--- src/rtl/logic_op_pkg.sv ---
// logic_op_pkg: shared definitions for the selectable bitwise gate pipeline.
//   OP_W        opcode width (fixed at 3)
//   OP_*        opcode values 0..7 (AND, OR, NOT, BUF, NAND, NOR, XOR, XNOR)
//   zero_flag   returns 1 when the supplied vector is all zeros; callers
//               zero-extend narrower vectors to 64 bits before calling.
package logic_op_pkg;

  localparam int OP_W = 3;

  localparam logic [OP_W-1:0] OP_AND  = 3'd0;
  localparam logic [OP_W-1:0] OP_OR   = 3'd1;
  localparam logic [OP_W-1:0] OP_NOT  = 3'd2;
  localparam logic [OP_W-1:0] OP_BUF  = 3'd3;
  localparam logic [OP_W-1:0] OP_NAND = 3'd4;
  localparam logic [OP_W-1:0] OP_NOR  = 3'd5;
  localparam logic [OP_W-1:0] OP_XOR  = 3'd6;
  localparam logic [OP_W-1:0] OP_XNOR = 3'd7;

  function automatic logic zero_flag(input logic [63:0] v);
    return (v == 64'd0);
  endfunction

endpackage

--- src/rtl/logic_op_core.sv ---
// logic_op_core: purely combinational bitwise gate selected by opcode.
// Parameters:
//   WIDTH  operand/result width (1..64)
// Ports:
//   a   in  WIDTH  operand A
//   b   in  WIDTH  operand B (ignored by NOT and BUF)
//   op  in  OP_W   gate select
//   y   out WIDTH  gate result
module logic_op_core
  import logic_op_pkg::*;
#(
  parameter int WIDTH = 8
) (
  input  logic [WIDTH-1:0] a,
  input  logic [WIDTH-1:0] b,
  input  logic [OP_W-1:0]  op,
  output logic [WIDTH-1:0] y
);

  always_comb begin
    y = '0;
    case (op)
      OP_AND:  y = a & b;
      OP_OR:   y = a | b;
      OP_NOT:  y = ~a;
      OP_BUF:  y = a;
      OP_NAND: y = ~(a & b);
      OP_NOR:  y = ~(a | b);
      OP_XOR:  y = a ^ b;
      OP_XNOR: y = ~(a ^ b);
      default: y = '0;
    endcase
  end

endmodule

--- src/rtl/logic_op_pipe.sv ---
// logic_op_pipe: selectable bitwise gate with a registered valid/ready output
// stage backed by a one-entry skid buffer (FIFO depth 2, throughput 1/cycle).
// Optional feature macro: LOGIC_OP_PARITY_EN adds out_parity and its storage.
// Parameters:
//   WIDTH  operand/result width (1..64)
//   OP_W   opcode width (3)
// Ports:
//   clk         in   system clock, rising edge
//   rst         in   asynchronous active-high reset
//   in_valid    in   producer presents a transaction
//   in_ready    out  transaction accepted this cycle if in_valid (from a flop)
//   in_a, in_b  in   operands
//   in_op       in   gate select
//   out_valid   out  result available
//   out_ready   in   consumer accepts the result
//   out_data    out  gate result
//   out_op      out  opcode echoed with its result
//   out_zero    out  out_data is all zeros
//   out_parity  out  XOR reduction of out_data (LOGIC_OP_PARITY_EN only)
module logic_op_pipe
  import logic_op_pkg::*;
#(
  parameter int WIDTH = 8,
  parameter int OP_W  = logic_op_pkg::OP_W
) (
  input  logic             clk,
  input  logic             rst,
  input  logic             in_valid,
  output logic             in_ready,
  input  logic [WIDTH-1:0] in_a,
  input  logic [WIDTH-1:0] in_b,
  input  logic [OP_W-1:0]  in_op,
  output logic             out_valid,
  input  logic             out_ready,
  output logic [WIDTH-1:0] out_data,
  output logic [OP_W-1:0]  out_op,
`ifdef LOGIC_OP_PARITY_EN
  output logic             out_parity,
`endif
  output logic             out_zero
);

  // Stage p0: combinational gate result and its flags
  logic [WIDTH-1:0] res_p0;
  logic             zero_p0;
  logic             accept_p0;
  logic             load_main_p0;

  logic_op_core #(.WIDTH(WIDTH)) u_core (
    .a  (in_a),
    .b  (in_b),
    .op (in_op),
    .y  (res_p0)
  );

  assign zero_p0 = zero_flag(64'(res_p0));

  // Stage p1: main output register and skid register
  logic             vld_p1;
  logic [WIDTH-1:0] data_p1;
  logic [OP_W-1:0]  op_p1;
  logic             zero_p1;
  logic             skid_vld_p1;
  logic [WIDTH-1:0] skid_data_p1;
  logic [OP_W-1:0]  skid_op_p1;
  logic             skid_zero_p1;
`ifdef LOGIC_OP_PARITY_EN
  logic             par_p1;
  logic             skid_par_p1;
`endif

  assign in_ready     = !skid_vld_p1;
  assign accept_p0    = in_valid && !skid_vld_p1;
  // Main can load whenever it is empty or being drained this cycle.
  assign load_main_p0 = !vld_p1 || out_ready;

  always_ff @(posedge clk or posedge rst) begin
    if (rst) begin
      vld_p1       <= 1'b0;
      data_p1      <= '0;
      op_p1        <= '0;
      zero_p1      <= 1'b1;
      skid_vld_p1  <= 1'b0;
      skid_data_p1 <= '0;
      skid_op_p1   <= '0;
      skid_zero_p1 <= 1'b1;
`ifdef LOGIC_OP_PARITY_EN
      par_p1       <= 1'b0;
      skid_par_p1  <= 1'b0;
`endif
    end else if (load_main_p0) begin
      if (skid_vld_p1) begin
        // in_ready is low, so no accept can collide with the skid drain.
        vld_p1      <= 1'b1;
        data_p1     <= skid_data_p1;
        op_p1       <= skid_op_p1;
        zero_p1     <= skid_zero_p1;
        skid_vld_p1 <= 1'b0;
`ifdef LOGIC_OP_PARITY_EN
        par_p1      <= skid_par_p1;
`endif
      end else if (accept_p0) begin
        vld_p1  <= 1'b1;
        data_p1 <= res_p0;
        op_p1   <= in_op;
        zero_p1 <= zero_p0;
`ifdef LOGIC_OP_PARITY_EN
        par_p1  <= ^res_p0;
`endif
      end else begin
        vld_p1 <= 1'b0;
      end
    end else if (accept_p0) begin
      // Main is stalled: park the new result in the skid entry.
      skid_vld_p1  <= 1'b1;
      skid_data_p1 <= res_p0;
      skid_op_p1   <= in_op;
      skid_zero_p1 <= zero_p0;
`ifdef LOGIC_OP_PARITY_EN
      skid_par_p1  <= ^res_p0;
`endif
    end
  end

  assign out_valid  = vld_p1;
  assign out_data   = data_p1;
  assign out_op     = op_p1;
  assign out_zero   = zero_p1;
`ifdef LOGIC_OP_PARITY_EN
  assign out_parity = par_p1;
`endif

endmodule

--- config.mk ---
export PLATFORM = sky130hd
export DESIGN_NAME = logic_op_pipe
export DESIGN_NICKNAME = d
export VERILOG_FILES = /design/src/rtl/logic_op_pkg.sv /design/src/rtl/logic_op_core.sv /design/src/rtl/logic_op_pipe.sv
export SDC_FILE = /design/constraint.sdc
export NUM_CORES = 1
export LEC_CHECK = 0
export CELL_PAD_IN_SITES_DETAIL_PLACEMENT = 1
export CELL_PAD_IN_SITES_GLOBAL_PLACEMENT = 1
export CORE_MARGIN = 2
export CORE_UTILIZATION = 39
export CTS_CLUSTER_DIAMETER = 150
export DETAILED_ROUTE_END_ITERATION = 12
export PLACE_DENSITY = 0.78
export SLEW_MARGIN = 10
export SYNTH_ARGS = -nofsm -noshare
export SYNTH_HDL_FRONTEND = slang
export SYNTH_SLANG_ARGS = --single-unit
--- constraint.sdc ---
create_clock -name clk -period 1.55 [get_ports clk]
set_input_delay 0.465 -clock clk [delete_from_list [all_inputs] [get_ports clk]]
set_output_delay 0.465 -clock clk [all_outputs]
set_load 0.02 [all_outputs]
# Word level (Yosys, flattened, before mapping)
# Index checks and enable logic that the tools add are counted.
# word_totals
regBits	26
input_bits	23
out_inout_bits	14
wordCells	44
# op_classes
eq_ne	7
n_mux	11
bitwise	8
n_reduce_logical	10
# op_table
op	count
$pmux W8 S8	1
$not A8 Y8	4
$mux W8	2
$eq A3 B3 Y1 const B	4
$and A8 B8 Y8	1
$logic_not A8 Y1	1
$or A8 B8 Y8	1
$xor A8 B8 Y8	1
$eq A3 B2 Y1 const B	2
$mux W1	6
$mux W3	2
$reduce_and A2 Y1	2
$reduce_bool A2 Y1	2
$eq A3 B1 Y1 const B	1
$logic_not A3 Y1	1
$logic_not A1 Y1	2
$logic_and A1 B1 Y1	1
$logic_or A1 B1 Y1	1
$not A1 Y1	1

# Logic depth before layout (Yosys ltp)
# Gate-level depths: netlist (run 1).
# depth
depth_word	6
depth_mapped	8
mapped_depth_nobuf	8

# Cells and area by module
# Synthesis (run 1) repeated with hierarchy kept, for this count alone.
# unflattened
cells_unflattened	213
area_unflattened_um2	2059.5
# modules_own_cells
mod	instances	cells_each	area_each_um2	seq_area_each_um2
logic_op_pipe	1	84	1173.6	653.1
logic_op_core	1	129	885.8	0.0

# Least setup slack after synthesis (run 1)
# No wires, ideal clock.
# synth_timing
path_kind	input to register
startpoint	input port in_a[4]
endpoint	register zero_p1 (netlist: out_zero)
setup_ns	0.086
arrival_ns	1.735
required_time_ns	1.464
path_slack_ns	-0.271
cell_stages	7
path_buffers	0
cell_sequence	ha_1 > and2b_1 > or4_1 > o2111ai_2 > and3_1 > nand4b_1 > o31ai_2
# synth_between
elab_chain_cells	6
elab_cells_between_ends	11
cone_classes	mux: 3; bitwise: 7; reduce/logical: 1
# synth_rtl
element	line_no	rtl
start, declared	logic_op_pipe.sv:30	input logic [WIDTH-1:0] in_a,
$xor A8 B8 Y8, or another cell as far along	logic_op_core.sv:29, logic_op_core.sv:30	
$not A8 Y8 (on tied branches)	logic_op_core.sv:30, logic_op_core.sv:27, logic_op_core.sv:28	
$pmux W8 S8 (*)	logic_op_core.sv:22	case (op)
$logic_not A8 Y1 (*)	logic_op_pkg.sv:20	return (v == 64'd0);
$mux W1 (*)	logic_op_pipe.sv:102	end else if (accept_p0) begin
$mux W1 (*)	logic_op_pipe.sv:92	if (skid_vld_p1) begin
end signal, assigned	logic_op_pipe.sv:97	zero_p1 <= skid_zero_p1;
end signal, assigned	logic_op_pipe.sv:106	zero_p1 <= zero_p0;
end, declared	logic_op_pipe.sv:62	logic zero_p1;
# Every way passes the cells marked *; elsewhere a longest branch is shown, timed or not. The select of a mux whose other input is x is not followed.
# A chain may end at the register's enable or synchronous reset.

# Worst setup path after layout (run 1)
# layout_timing
startpoint	input port in_b[4]
endpoint	register zero_p1 (netlist: out_zero)
# layout_between
elab_chain_cells	6
elab_cells_between_ends	10
cone_classes	mux: 3; bitwise: 6; reduce/logical: 1
# layout_rtl
element	line_no	rtl
start, declared	logic_op_pipe.sv:31	input logic [WIDTH-1:0] in_b,
$xor A8 B8 Y8, or another cell as far along	logic_op_core.sv:29, logic_op_core.sv:30	
$not A8 Y8 (on tied branches)	logic_op_core.sv:30, logic_op_core.sv:27, logic_op_core.sv:28	
$pmux W8 S8 (*)	logic_op_core.sv:22	
$logic_not A8 Y1 (*)	logic_op_pkg.sv:20	
$mux W1 (*)	logic_op_pipe.sv:102	
$mux W1 (*)	logic_op_pipe.sv:92	
# Marked as above.

==> impl_metrics.py, run 1 <==
metrics = {
    "global_routing": {
        "grt_pass1_vias": 2312,
        "grt_pass1_wl_um": 12420,
        "grtUsageTotal_pct": 29.29,
        "antenna_found_initial": 0,
        "grt_overflow": 0,
        "grt_max_degree": 23,
    },
    "placement": {
        "dp_hpwl_um": 4006,
        "dp_slack_ps": -887.7,
        "gp_congestion": 0.7605,
        "io_buffers": 36,
    },
    "setup_path": {
        "cp.arrival_ps": 2000,
        "cp_cell_sequence": "buf_8, ha_4, and2b_1, or4_4, o2111ai_4, and3_4, nand4b_1, o31ai_2",
        "cp_slowest_stage_delay_ps": 450,
        "slowest_stage": "or4_4",
        "start_kind": "input pin",
        "path_class": "in -> reg",
        "cp-end-kind": "flop",
        "worstPathRequired_ps": 1740,
        "crit_fanout": 2,
    },
    "yosys": {
        "yosys.area.top_type_share_pct": 30.00,
        "syn_nets": 274,
        "syn_area_um2": 2002,
        "synth.avg_cell_area_um2": 8.519,
        "yosysTopAreaCell": "dfrtp_1",
        "yosys_warnings": 0,
        "async_reset_ff_share_pct": 100.0,
        "synth_ff_type": "dfrtp_1",
        "ys_types": 49,
        "synth_seq_area_share_pct": 32.63,
        "synth_area_leaders": "dfrtp_1 30%, ha_1 10%, mux2i_1 4.5%, nand2_1 4.5%, nor2_1 4.3%",
        "synth_cells": 235,
        "synth_seq_cells": 26,
        "synth_edf_count": 0,
    },
    "clock_network": {
        "clkLatencyLatePin_ps": 270,
        "holdBufCountCts": 0,
        "htree_levels": 1,
        "cts.sinks": 26,
        "cts.clk_slew.worst_paths_ps": 90,
        "cts_buffers": 3,
        "cts_tree": "done",
        "root_buffer": "clkbuf_8",
        "cts.path.max_buffers": 2,
    },
    "timing": {
        "rsz0062_at_grt": "true",
        "setup_viol": 20,
        "min_period_ps": 1808,
        "period_share_pct": 116.6,
        "worst_slew_pin_slew_ps": 424.6,
        "finalHoldViolCount": 0,
        "skew_ps": 6.857,
        "setup_ws_ps": -257.7,
        "slew_headroom_pct": 71.48,
        "fin_tns_setup_ps": -1901,
        "drv_slew": 0,
        "max_freq_mhz": 553.2,
    },
    "pwr": {
        "power.leakage_nw": 1.582,
        "ir_drop_mv": 0.3457,
        "powerDensity_nw_per_um2": 739.4,
    },
    "cells_and_area": {
        "fillers": 513,
        "diodes": 0,
        "utilization_pct": 71.39,
        "area_delta_synth_final_pct": 79.81,
        "final_nets": 361,
        "drive_gt1_share_pct": 57.63,
    },
    "floorplanning": {
        "core_um2": 5042,
        "initial_utilization_pct": 39.70,
        "rows": 26,
        "die_w_um": 75.65,
        "num_io_pins": 37,
        "die_area_um2": 5722,
        "die_h_um": 75.65,
    },
    "run_status": {
        "violations": "negative setup slack",
        "status": "finished with violations",
    },
    "routing": {
        "finalWirelength_um": 8940,
        "drt-initial-drc-count": 83,
        "drc": 0,
        "dr.pass1.iters": 4,
        "viasPerCell": 5.532,
        "via_count": 2163,
        "wl_per_cell_um": 22.86,
        "drtAntennaViolNets": 0,
    },
    "flow_run": {
        "drv_cap": 0,
    },
    "hold_path": {
        "hold_class": "in -> async",
    },
}
[Yosys cell counts (2+ instances only)]
cell      count
dfstp_2       2
buf_6         2
buf_2         3
or2_1         3
ha_1         16
o21ai_1       3
xnor2_1       6
a31oi_1       3
a21oi_1      17
nor3_1        6
mux2_2        6
clkbuf_1      4
nor3b_1       2
o211a_1       2
mux2i_1       9
buf_4         3
o31ai_1       3
and3_1        3
o21ai_0      10
inv_1        19
nor2_1       23
nand2_1      24
nor2b_1       2
xor2_1        7
dfrtp_1      24
nor4_1        5
a21o_1        2
nand2b_1      4
buf_1         2
[power by group]
part | leakage, nW | internal [mW] | total (mW) | switching [mW]
registers | 0.304 | 0.825 | 0.923 | 0.0989
clock network | 0.0288 | 0.227 | 0.436 | 0.209
logic | 1.25 | 0.635 | 1.30 | 0.667
[sequential cells by signal (all words and copies together), names as in the netlist]
name	flops
skid_op_p1	3
skid_data_p1	8
skid_zero_p1	1
out_data	8
out_valid	1
out_zero	1
out_op	3
skid_vld_p1	1
[per-layer routing]
metal	track usage, %	vias to the layer above	wire length (µm)
met2	53.14	87	4530
li1	-	979	-
met1	36.03	1066	3679
met3	3.042	31	351
met5	0	-	0
met4	9.942	0	378
[stage by stage]
step	std cells	hold slack, ps	total power [mW]	cell area [µm²]
floorplan	235	457.1	1.429	2087
global placement	362	458.8	1.809	2775
detailed placement	362	466.8	1.857	2775
CTS	389	434.1	2.477	3441
global route	391	463.2	2.785	3600
finish	391	421.0	2.662	3600
[cells in the final DEF, fill, tap and decap left out, types with 5 or more instances in the layout]
cell           Yosys  layout
buf_8              0       7
nand2_1           24      20
a21oi_2            0      10
dlygate4sd2_1      0      13
buf_12             0       5
buf_4              3      39
o21ai_1            3       5
mux2i_1            9       6
dfrtp_1           24      24
inv_2              1      15
buf_6              2      13
buf_2              3       8
xnor2_1            6       5
a21oi_1           17       6
ha_4               0      10
nor2_1            23      19
mux2_4             0       6
[path summary, 6_finish.rpt]
kind / start / endpoint / slack [ps] / depth (start not counted)
max: in_b[4] / out_zero / -260 / 8
max in group asynchronous: rst / skid_data_p1[3] / 720 / 3
max reg2reg: skid_vld_p1 / skid_data_p1[3] / 10 / 6
min: rst / skid_data_p1[1] / 420 / 2
min reg2reg: out_data[7] / out_data[7] / 480 / 2
min in group clk: out_data[7] / out_data[7] / 480 / 2
[cell type report]
type                       instances  area, µm²  area share [%]
multi-input combinational        174       1744           48.45
timing repair buffer              96      970.9           26.97
sequential                        26      653.1           18.14
inverter                          21      88.84           2.468
tap                               70      87.58           2.433
clock buffer                       4      55.05           1.529
[kinds of logic (layout without fill, tap and decap cells)]
family / Yosys count / after routing / synth area share [%]
AO/OA/AOI/OAI: 50 / 50 / 16.19
XOR/XNOR: 13 / 13 / 5.688
adder cells (fa/ha/maj): 16 / 16 / 10.00
buffers and inverters: 35 / 121 / 8.062
flip-flops: 26 / 26 / 32.63
multiplexers: 15 / 15 / 7.875
AND/OR/NAND/NOR: 80 / 80 / 19.56
[critical path, delay by kind of cell]
family / cells / cell delay (ps)
buffers and inverters: 1 / 100
adder cells (fa/ha/maj): 1 / 140
AND/OR/NAND/NOR: 4 / 980
AO/OA/AOI/OAI: 2 / 320
[timing repair]
item	in CTS	in global routing
cloned	4	0
pin swaps	53	24
buffers inserted	19	5
setup endpoints to repair	35	21
gates resized for setup	198	35
No activity file was read; power rests on OpenSTA's default activity.
==> inputs of run 2 (changes only) <==
--- a/config.mk
+++ b/config.mk
@@ -9,9 +9,10 @@
 export CELL_PAD_IN_SITES_GLOBAL_PLACEMENT = 1
 export CORE_MARGIN = 2
 export CORE_UTILIZATION = 39
-export CTS_CLUSTER_DIAMETER = 150
+export CTS_CLUSTER_DIAMETER = 80
 export DETAILED_ROUTE_END_ITERATION = 12
 export PLACE_DENSITY = 0.78
+export SETUP_SLACK_MARGIN = 0.02
 export SLEW_MARGIN = 10
 export SYNTH_ARGS = -nofsm -noshare
 export SYNTH_HDL_FRONTEND = slang
==> impl_metrics.py, run 2 (synthesis gave the netlist of run 1 again) <==
metrics = {
    "hold_path": {
        "worstHoldStart": "out_data[6]",
        "hold_class": "reg -> reg",
    },
    "timing": {
        "rsz0062_at_grt": "true",
        "finalHoldViolCount": 0,
        "setup_viol": 9,
        "min_period_ps": 1882,
        "drv_slew": 0,
        "worst_slew_pin_slew_ps": 386.5,
        "slew_headroom_pct": 74.01,
        "setup_ws_ps": -332.1,
        "max_freq_mhz": 531.3,
        "skew_ps": 10.62,
        "period_share_pct": 121.4,
        "fin_tns_setup_ps": -1057,
    },
    "floorplanning": {
        "die_h_um": 75.65,
        "die_area_um2": 5722,
        "num_io_pins": 37,
        "die_w_um": 75.65,
        "rows": 26,
        "core_um2": 5042,
        "initial_utilization_pct": 39.70,
    },
    "pwr": {
        "ir_drop_mv": 0.3237,
        "powerDensity_nw_per_um2": 744.5,
        "power.total_mw": 2.510,
        "power.leakage_nw": 1.491,
    },
    "routing": {
        "drc": 0,
        "drt-initial-drc-count": 103,
        "viasPerCell": 5.508,
        "drtAntennaViolNets": 0,
        "wl_per_cell_um": 20.30,
        "via_count": 2071,
        "dr.pass1.iters": 4,
        "finalWirelength_um": 7633,
    },
    "clock_network": {
        "cts_buffers": 3,
        "cts_tree": "done",
        "cts.sinks": 26,
        "holdBufCountCts": 0,
        "cts.clk_slew.worst_paths_ps": 90,
        "cts.path.max_buffers": 2,
        "root_buffer": "clkbuf_8",
        "clkLatencyLatePin_ps": 280,
        "htree_levels": 1,
    },
    "global_routing": {
        "grt_overflow": 0,
        "antenna_found_initial": 0,
        "grt_pass1_wl_um": 10740,
        "grtUsageTotal_pct": 24.69,
        "grt_pass1_vias": 2217,
        "grt_max_degree": 27,
    },
    "placement": {
        "io_buffers": 36,
        "gp_congestion": 0.7718,
        "post_dp_cell_area_um2": 2743,
        "post-place-cells": 360,
        "dp_hpwl_um": 3974,
    },
    "cells_and_area": {
        "final_cell_mix": "29 x buf_4, 24 x dfrtp_1, 20 x nand2_1",
        "final-instance-count-excl-fill": 376,
        "final_nets": 346,
        "layout_commonest_cell": "buf_4",
        "drive_gt1_share_pct": 51.63,
        "area_delta_synth_final_pct": 68.37,
        "diodes": 0,
        "fin_area_um2": 3371,
    },
    "setup_path": {
        "path_class": "in -> reg",
        "cp-end-kind": "flop",
        "crit_fanout": 3,
        "startpoint": "in_a[5]",
        "start_kind": "input pin",
        "r2r-start": "skid_vld_p1",
        "cp.arrival_ps": 2060,
        "worstPathRequired_ps": 1730,
    },
    "flow_run": {
        "drv_cap": 0,
    },
    "run_status": {
        "violations": "negative setup slack",
        "status": "finished with violations",
    },
}
[run 2: what timing repair did]
| item | in CTS | in global routing |
|---|---|---|
| gates resized for setup | 186 | 44 |
| endpoints found under the setup margin | 36 | 20 |
| pin swaps | 53 | 23 |
| setup buffers | 7 | 5 |
| gates cloned | 2 | 0 |
[run 2: power breakdown]
| part | switching [mW] | total, mW | internal [mW] |
|---|---|---|---|
| combinational | 0.616 | 1.20 | 0.585 |
| clock | 0.213 | 0.397 | 0.184 |
| sequential | 0.0873 | 0.912 | 0.825 |
[run 2: area by class of cell]
cell class,instances,area [µm²]
multi-input cells,174,1689
fillers,543,1672
repair buffers,81,797.0
flip-flops and latches,26,653.1
inverters,21,98.84
well taps,70,87.58
clock buffers,4,45.04
[run 2: critical path: stages]
cell and delay (ps):
buf_6 110, ha_4 150, buf_6 130, nor4_4 230, a2111oi_2 90, nor4_1 230, and3_1 230, nand4b_1 170
o31ai_2 260
[run 2: per-stage QoR]
| step | utilization [%] | hold slack [ps] | worst slack, ps |
|---|---|---|---|
| floorplan | - | 457.1 | -226.1 |
| global placement | 54.39 | 458.4 | -819.5 |
| detailed placement | 54.39 | 473.0 | -864.6 |
| CTS | 62.01 | 488.5 | -280.8 |
| global route | 66.85 | 509.2 | -397.4 |
| finish | 66.85 | 479.9 | -332.1 |
[run 2: worst paths after layout]
path	to	slack [ps]	cells past startpoint
worst max-delay path	out_zero	-330	9
max in group asynchronous	skid_zero_p1	780	3
min in group asynchronous	out_data[0]	520	3
worst min-delay path	out_data[6]	480	1
worst min register to register	out_data[6]	480	1
worst max register to register	skid_zero_p1	60	5
[run 2: layer usage]
layer,vias to the layer above,GRT usage (%),wire length (µm)
met2,59,46.76,4145
li1,945,-,-
met4,0,9.552,282
met1,1049,28.82,2998
met3,18,1.587,206
met5,-,0,0
==> inputs of run 3 (changes only) <==
--- a/config.mk
+++ b/config.mk
@@ -5,6 +5,8 @@
 export SDC_FILE = /design/constraint.sdc
 export NUM_CORES = 1
 export LEC_CHECK = 0
+export ABC_AREA = 0
+export CAP_MARGIN = 20
 export CELL_PAD_IN_SITES_DETAIL_PLACEMENT = 1
 export CELL_PAD_IN_SITES_GLOBAL_PLACEMENT = 1
 export CORE_MARGIN = 2
@@ -13,7 +15,6 @@
 export DETAILED_ROUTE_END_ITERATION = 12
 export PLACE_DENSITY = 0.78
 export SETUP_SLACK_MARGIN = 0.02
-export SLEW_MARGIN = 10
 export SYNTH_ARGS = -nofsm -noshare
 export SYNTH_HDL_FRONTEND = slang
 export SYNTH_SLANG_ARGS = --single-unit
==> results of run 3 <==
Same layout as run 2: the final DEF is identical, and so are final timing and power.
